--- config.mk ---
export PLATFORM = sky130hd
export DESIGN_NAME = jt49_eg_sched
export DESIGN_NICKNAME = d
export VERILOG_FILES = /design/src/rtl/jt49_eg_pkg.sv /design/src/rtl/jt49_eg_div.sv /design/src/rtl/jt49_eg_sched.sv
export SDC_FILE = /design/constraint.sdc
export NUM_CORES = 1
export LEC_CHECK = 0
export ABC_AREA = 1
export BUFFER_PORTS_ARGS = -buffer_cell sky130_fd_sc_hd__buf_4
export CORE_MARGIN = 1
export CORE_UTILIZATION = 63
export DETAILED_ROUTE_END_ITERATION = 8
export PLACE_DENSITY = 0.84
export SYNTH_ARGS = -nofsm -noshare
export SYNTH_HDL_FRONTEND = slang
export SYNTH_SLANG_ARGS = --single-unit
--- constraint.sdc ---
create_clock -name clk -period 8.7 [get_ports clk]
set_input_delay 1.74 -clock clk [delete_from_list [all_inputs] [get_ports clk]]
set_output_delay 1.74 -clock clk [all_outputs]
set_load 0.02 [all_outputs]
--- src/rtl/jt49_eg_pkg.sv ---
`default_nettype none
//------------------------------------------------------------------------------
// Module : jt49_eg_pkg
// Brief  : Shared definitions for the PSG envelope scheduler: the register
//          addresses it decodes and the scheduler state encoding.
// Ports  : none (package)
// Rev    : 1.0  initial release
//------------------------------------------------------------------------------
package jt49_eg_pkg;

   localparam logic [3:0] ADDR_FINE   = 4'hB;
   localparam logic [3:0] ADDR_COARSE = 4'hC;
   localparam logic [3:0] ADDR_SHAPE  = 4'hD;

   typedef enum logic {
      ST_RUN     = 1'b0,
      ST_RESTART = 1'b1
   } eg_state_t;

endpackage
`default_nettype wire

--- src/rtl/jt49_eg_div.sv ---
`default_nettype none
//------------------------------------------------------------------------------
// Module : jt49_eg_div
// Brief  : Envelope prescaler plus period counter. Produces a single-cycle
//          expire strobe each time the counter reaches the envelope period.
// Ports  : clk     in   core clock
//          rst_n   in   asynchronous reset, active low
//          cen     in   clock enable
//          clear   in   hold prescaler and counter at zero
//          period  in   envelope period (0 = stopped)
//          expire  out  tick that completes a period (combinational)
// Rev    : 1.0  initial release
//------------------------------------------------------------------------------
module jt49_eg_div #(
   parameter int PRESCALE = 8,
   parameter int PW       = 16
) (
   input  logic          clk,
   input  logic          rst_n,
   input  logic          cen,
   input  logic          clear,
   input  logic [PW-1:0] period,
   output logic          expire
);

   localparam int              PRE_W    = $clog2(PRESCALE);
   localparam logic [PRE_W-1:0] PRE_LAST = PRE_W'(PRESCALE - 1);

   logic [PRE_W-1:0] pre_q, pre_d;
   logic [PW-1:0]    cnt_q, cnt_d;
   logic             tick_w;
   logic             hit_w;

   assign tick_w = cen && (pre_q == PRE_LAST);

   // Greater-or-equal so that shortening the period below the current count
   // expires on the next tick instead of wrapping through all-ones.
   assign hit_w  = (period != '0) && (cnt_q >= (period - PW'(1)));

   assign expire = tick_w && hit_w && !clear;

   always_comb begin
      pre_d = pre_q;
      cnt_d = cnt_q;
      if (clear) begin
         pre_d = '0;
         cnt_d = '0;
      end else begin
         if (cen) begin
            pre_d = tick_w ? '0 : pre_q + PRE_W'(1);
         end
         if (period == '0) begin
            cnt_d = '0;
         end else if (tick_w) begin
            if (hit_w) begin
               cnt_d = '0;
            end else if (cnt_q != '1) begin
               cnt_d = cnt_q + PW'(1);
            end
         end
      end
   end

   always_ff @(posedge clk or negedge rst_n) begin
      if (!rst_n) begin
         pre_q <= '0;
         cnt_q <= '0;
      end else begin
         pre_q <= pre_d;
         cnt_q <= cnt_d;
      end
   end

endmodule
`default_nettype wire

--- src/rtl/jt49_eg_sched.sv ---
`default_nettype none
//------------------------------------------------------------------------------
// Module : jt49_eg_sched
// Brief  : PSG envelope scheduler. Decodes envelope register writes, owns the
//          envelope timing and hands the EG simple strobes.
// Ports  : clk            in   core clock
//          rst_n          in   asynchronous reset, active low
//          cen            in   clock enable
//          wr             in   register write strobe
//          addr           in   register address
//          din            in   write data
//          eg_step        out  one-cen-wide step pulse
//          eg_null_period out  period is zero
//          eg_restart     out  envelope restart request
//          eg_ctrl        out  shape {CONT,ATT,ALT,HOLD}
//          period         out  current period {coarse,fine}
// Rev    : 1.0  initial release
//------------------------------------------------------------------------------
module jt49_eg_sched
   import jt49_eg_pkg::*;
#(
   parameter int PRESCALE = 8,
   parameter int PW       = 16
) (
   input  logic          clk,
   input  logic          rst_n,
   input  logic          cen,
   input  logic          wr,
   input  logic [3:0]    addr,
   input  logic [7:0]    din,
   output logic          eg_step,
   output logic          eg_null_period,
   output logic          eg_restart,
   output logic [3:0]    eg_ctrl,
   output logic [PW-1:0] period
);

   eg_state_t     state_q, state_d;
   logic [PW-1:0] period_q, period_d;
   logic [3:0]    ctrl_q, ctrl_d;
   logic          null_q;
   logic          step_q, step_d;
   logic          shape_wr_w;
   logic          expire_w;
   logic          clear_w;

   assign shape_wr_w = wr && (addr == ADDR_SHAPE);
   assign clear_w    = (state_q == ST_RESTART);

   // Register decode
   always_comb begin
      period_d = period_q;
      ctrl_d   = ctrl_q;
      if (wr) begin
         case (addr)
            ADDR_FINE:   period_d[7:0]    = din;
            ADDR_COARSE: period_d[PW-1:8] = din[PW-9:0];
            ADDR_SHAPE:  ctrl_d           = din[3:0];
            default:     ;
         endcase
      end
   end

   // Scheduler FSM; the restart request lasts until the first cen it sees
   always_comb begin
      state_d = state_q;
      case (state_q)
         ST_RUN: begin
            if (shape_wr_w) state_d = ST_RESTART;
         end
         ST_RESTART: begin
            if (!shape_wr_w && cen) state_d = ST_RUN;
         end
         default: state_d = ST_RUN;
      endcase
   end

   always_comb begin
      step_d = step_q;
      if (clear_w) begin
         step_d = 1'b0;
      end else if (cen) begin
         step_d = expire_w;
      end
   end

   jt49_eg_div #(
      .PRESCALE (PRESCALE),
      .PW       (PW)
   ) u_div (
      .clk    (clk),
      .rst_n  (rst_n),
      .cen    (cen),
      .clear  (clear_w),
      .period (period_q),
      .expire (expire_w)
   );

   always_ff @(posedge clk or negedge rst_n) begin
      if (!rst_n) begin
         state_q  <= ST_RUN;
         period_q <= '0;
         ctrl_q   <= '0;
         null_q   <= 1'b1;
         step_q   <= 1'b0;
      end else begin
         state_q  <= state_d;
         period_q <= period_d;
         ctrl_q   <= ctrl_d;
         // Built from the next period so it tracks period with no extra lag
         null_q   <= (period_d == '0);
         step_q   <= step_d;
      end
   end

   assign eg_step        = step_q;
   assign eg_null_period = null_q;
   assign eg_restart     = (state_q == ST_RESTART);
   assign eg_ctrl        = ctrl_q;
   assign period         = period_q;

endmodule
`default_nettype wire
==> out/results.ini <==
[global_routing]
grt_pass1_wl_mm = 11.9
grt-ovfl-total = 0
grt_max_degree = 43
grt_antenna_before_repair = 0
grt_pass1_vias = 2616
grt_use_total_pct = 30.4

[power]
vdd.ir_drop.worst_uv = 150
switching_share_pct = 37.0
seqPwrFrac_pct = 40.9
switchingPower_uw = 236
power_frac_comb_pct = 34.6
clkPwrFrac_pct = 24.4
leakage_nw = 1.80
power.density_mw_per_mm2 = 190
p_int_uw = 402

[synth]
yosysWarnings = 0
synth_seq_area_share_pct = 35.8
synthesis.nets = 438
synth_top_area_share_pct = 34.9
ys_ff_latch = 42
synth_area_leaders = dfrtp_1, nand2_1, ha_1, inv_1, xor2_1
ys_types = 28
yosysTopAreaCell = dfrtp_1
synth_area_mm2 = 0.00294
synthCells = 402
avgSynthCellArea_um2 = 7.30

[route]
vias = 2698
drc_errors = 0
top_layer = met4
viasPerCell = 5.44
met1Wirelength_mm = 2.97
dr_wl_met3_um = 270
routed_wl_mm = 6.89
wl_per_cell_um = 13.9
postRouteAntennaNets = 0
wl_met2_mm = 3.54
drt_first_pass_iters = 4
first_iter_violations = 235

[worst_setup_path]
cp_data_required_time_ns = 8.90
cp_max_fo = 18
r2r_slack_ns = 5.48
critPathKind = flop to flop
worst-endpoint-arrival_ns = 3.42
cp-end-kind = flop
reg2reg_depth = 18
critPathLaunchType = flop

[floorplanning]
die_h_um = 70.3
fp-row-count = 24
ios = 39
core_mm2 = 0.00441
start_util_pct = 66.5
die_x_um = 70.3
die_area_mm2 = 0.00494

[clock_network]
clock-sinks = 42
cts_tree = done
cts_resized = 0
clkTransAtPathRegs_ns = 0.09
cts_buffers = 5
ctsHoldBuffers = 0
cts_max_path_buffers = 2
cts-htree-levels = 2
clk_latency_ns = 0.30
cts_root_buffer = clkbuf_8
post-cts-setup-buffers = 0

[sta]
max-slew-margin-rel_pct = 64.2
min_period_ns = 3.22
fin_skew_ns = 0.00810
setup_tns_ns = 0
finalSetupViolCount = 0
rsz0062_at_grt = no
hold_violations = 0
slew_violations = 0
max_freq_mhz = 310
worst_pin_slew_ns = 0.537
hold_ws_ns = 0.487
period_share_pct = 37.0

[placed_design]
dp_hpwl_mm = 5.18
gp_congestion = 0.881
dpl.cell_count = 488
port_buffers = 38

[status]
status = finished, final reports clean

[hold_path]
min_path_type = flop to flop
hold_depth = 2

[finish]
n_antenna_cell = 0
final_cell_count_no_fill = 496
drive_gt1_share_pct = 15.5
fillCellCount = 378
nNetsFinal = 479
syn_to_final_growth_pct = 14.4

[flow_run]
cap_violations = 0

[cell usage in the layout, fill, tap and decap left out, drive strengths merged]
cell    synthesis  routed
o21ai          22      22
dfstp           1       1
nor3            7       7
mux2            2       2
o31ai           1       1
nor2           49      49
xnor2           7       7
ha             20      20
dfrtp          41      41
nand3          13      13
bufinv          0       1
nand2         130     130
a21oi          12      12
nand4          19      19
buf             3      38
xor2           19      19
clkbuf          1       7
inv            54      54
nor4            1       1
[sequential cells by signal, summed over array words and instances, names as in the netlist]
signal	count
u_div.pre_q	3
eg_null_period	1
eg_step	1
eg_restart	1
period	16
u_div.cnt_q	16
eg_ctrl	4
[area by class of cell]
cell class	count	area, um2	share of cell area, %
Inverter	54	203	6.04
Tap cell	52	65.1	1.94
Sequential cell	42	1050	31.3
Timing Repair Buffer	38	285	8.49
Clock buffer	7	76.3	2.27
Multi-Input combinational cell	302	1650	49.0
Clock inverter	1	30.0	0.894
[through the flow]
stage               util (%)  instance area, um2  setup slack (ns)  total power, mW
floorplan                  -                2940              5.83            0.406
global placement        73.7                3250              5.61            0.474
detailed placement      73.7                3250              5.54            0.484
CTS                     76.1                3360              5.48            0.639
global route            76.1                3360              5.03            0.679
finish                  76.1                3360              5.48            0.638
[cells in the mapped netlist (all sizes together)]
master,number
nor3,7
ha,20
xnor2,7
nand4,19
nor2,49
dfstp,1
nand2,130
mux2,2
clkbuf,1
dfrtp,41
o31ai,1
buf,3
o21ai,22
nand3,13
nor4,1
inv,54
xor2,19
a21oi,12
[worst max-delay path: stages (launching register included)]
cell	delay, ns
dfrtp_1	0.43
nor2_1	0.16
nand2_1	0.07
nor2_1	0.19
nand2_1	0.09
nor2_2	0.15
nand2_1	0.11
nor3_1	0.20
xor2_1	0.16
inv_1	0.05
ha_1	0.30
a21oi_1	0.15
o21ai_0	0.11
nor2_1	0.34
nand4_1	0.21
nand2_4	0.22
inv_1	0.08
nand2_1	0.06
nand2_1	0.04
[metal layers]
layer,vias up,GRT usage (%)
met5,-,0
met4,0,9.33
met3,16,5.05
met2,75,54.3
met1,1238,37.3
li1,1369,-
[power by group through the flow]
stage,combinational [mW],sequential (mW),clock (mW)
global route,0.250,0.266,0.163
global placement,0.212,0.262,0
floorplan,0.126,0.280,0
finish,0.221,0.261,0.156
CTS,0.223,0.260,0.156
detailed placement,0.220,0.264,0
[logic make-up after synthesis]
| family | after synthesis | share of synthesized area [%] |
|---|---|---|
| and+or+nand+nor | 219 | 33.0 |
| AOI/OAI and AO/OA | 35 | 6.05 |
| muxes | 2 | 0.767 |
| xor gates and xnor gates | 26 | 7.75 |
| adders and majority gates | 20 | 8.52 |
| DFF | 42 | 35.8 |
| buffers and inverters | 58 | 8.10 |
[final timing paths]
| path | from | end |
|---|---|---|
| worst min register to register | u_div.pre_q[1] | u_div.pre_q[1] |
| worst max register to register | period[2] | u_div.cnt_q[1] |
| max in group asynchronous | rst_n | eg_null_period |
| worst min-delay path | u_div.pre_q[1] | u_div.pre_q[1] |
| min in group asynchronous | rst_n | u_div.pre_q[0] |
| worst max-delay path | period[2] | u_div.cnt_q[1] |
No activity file was read; power rests on OpenSTA's default activity.
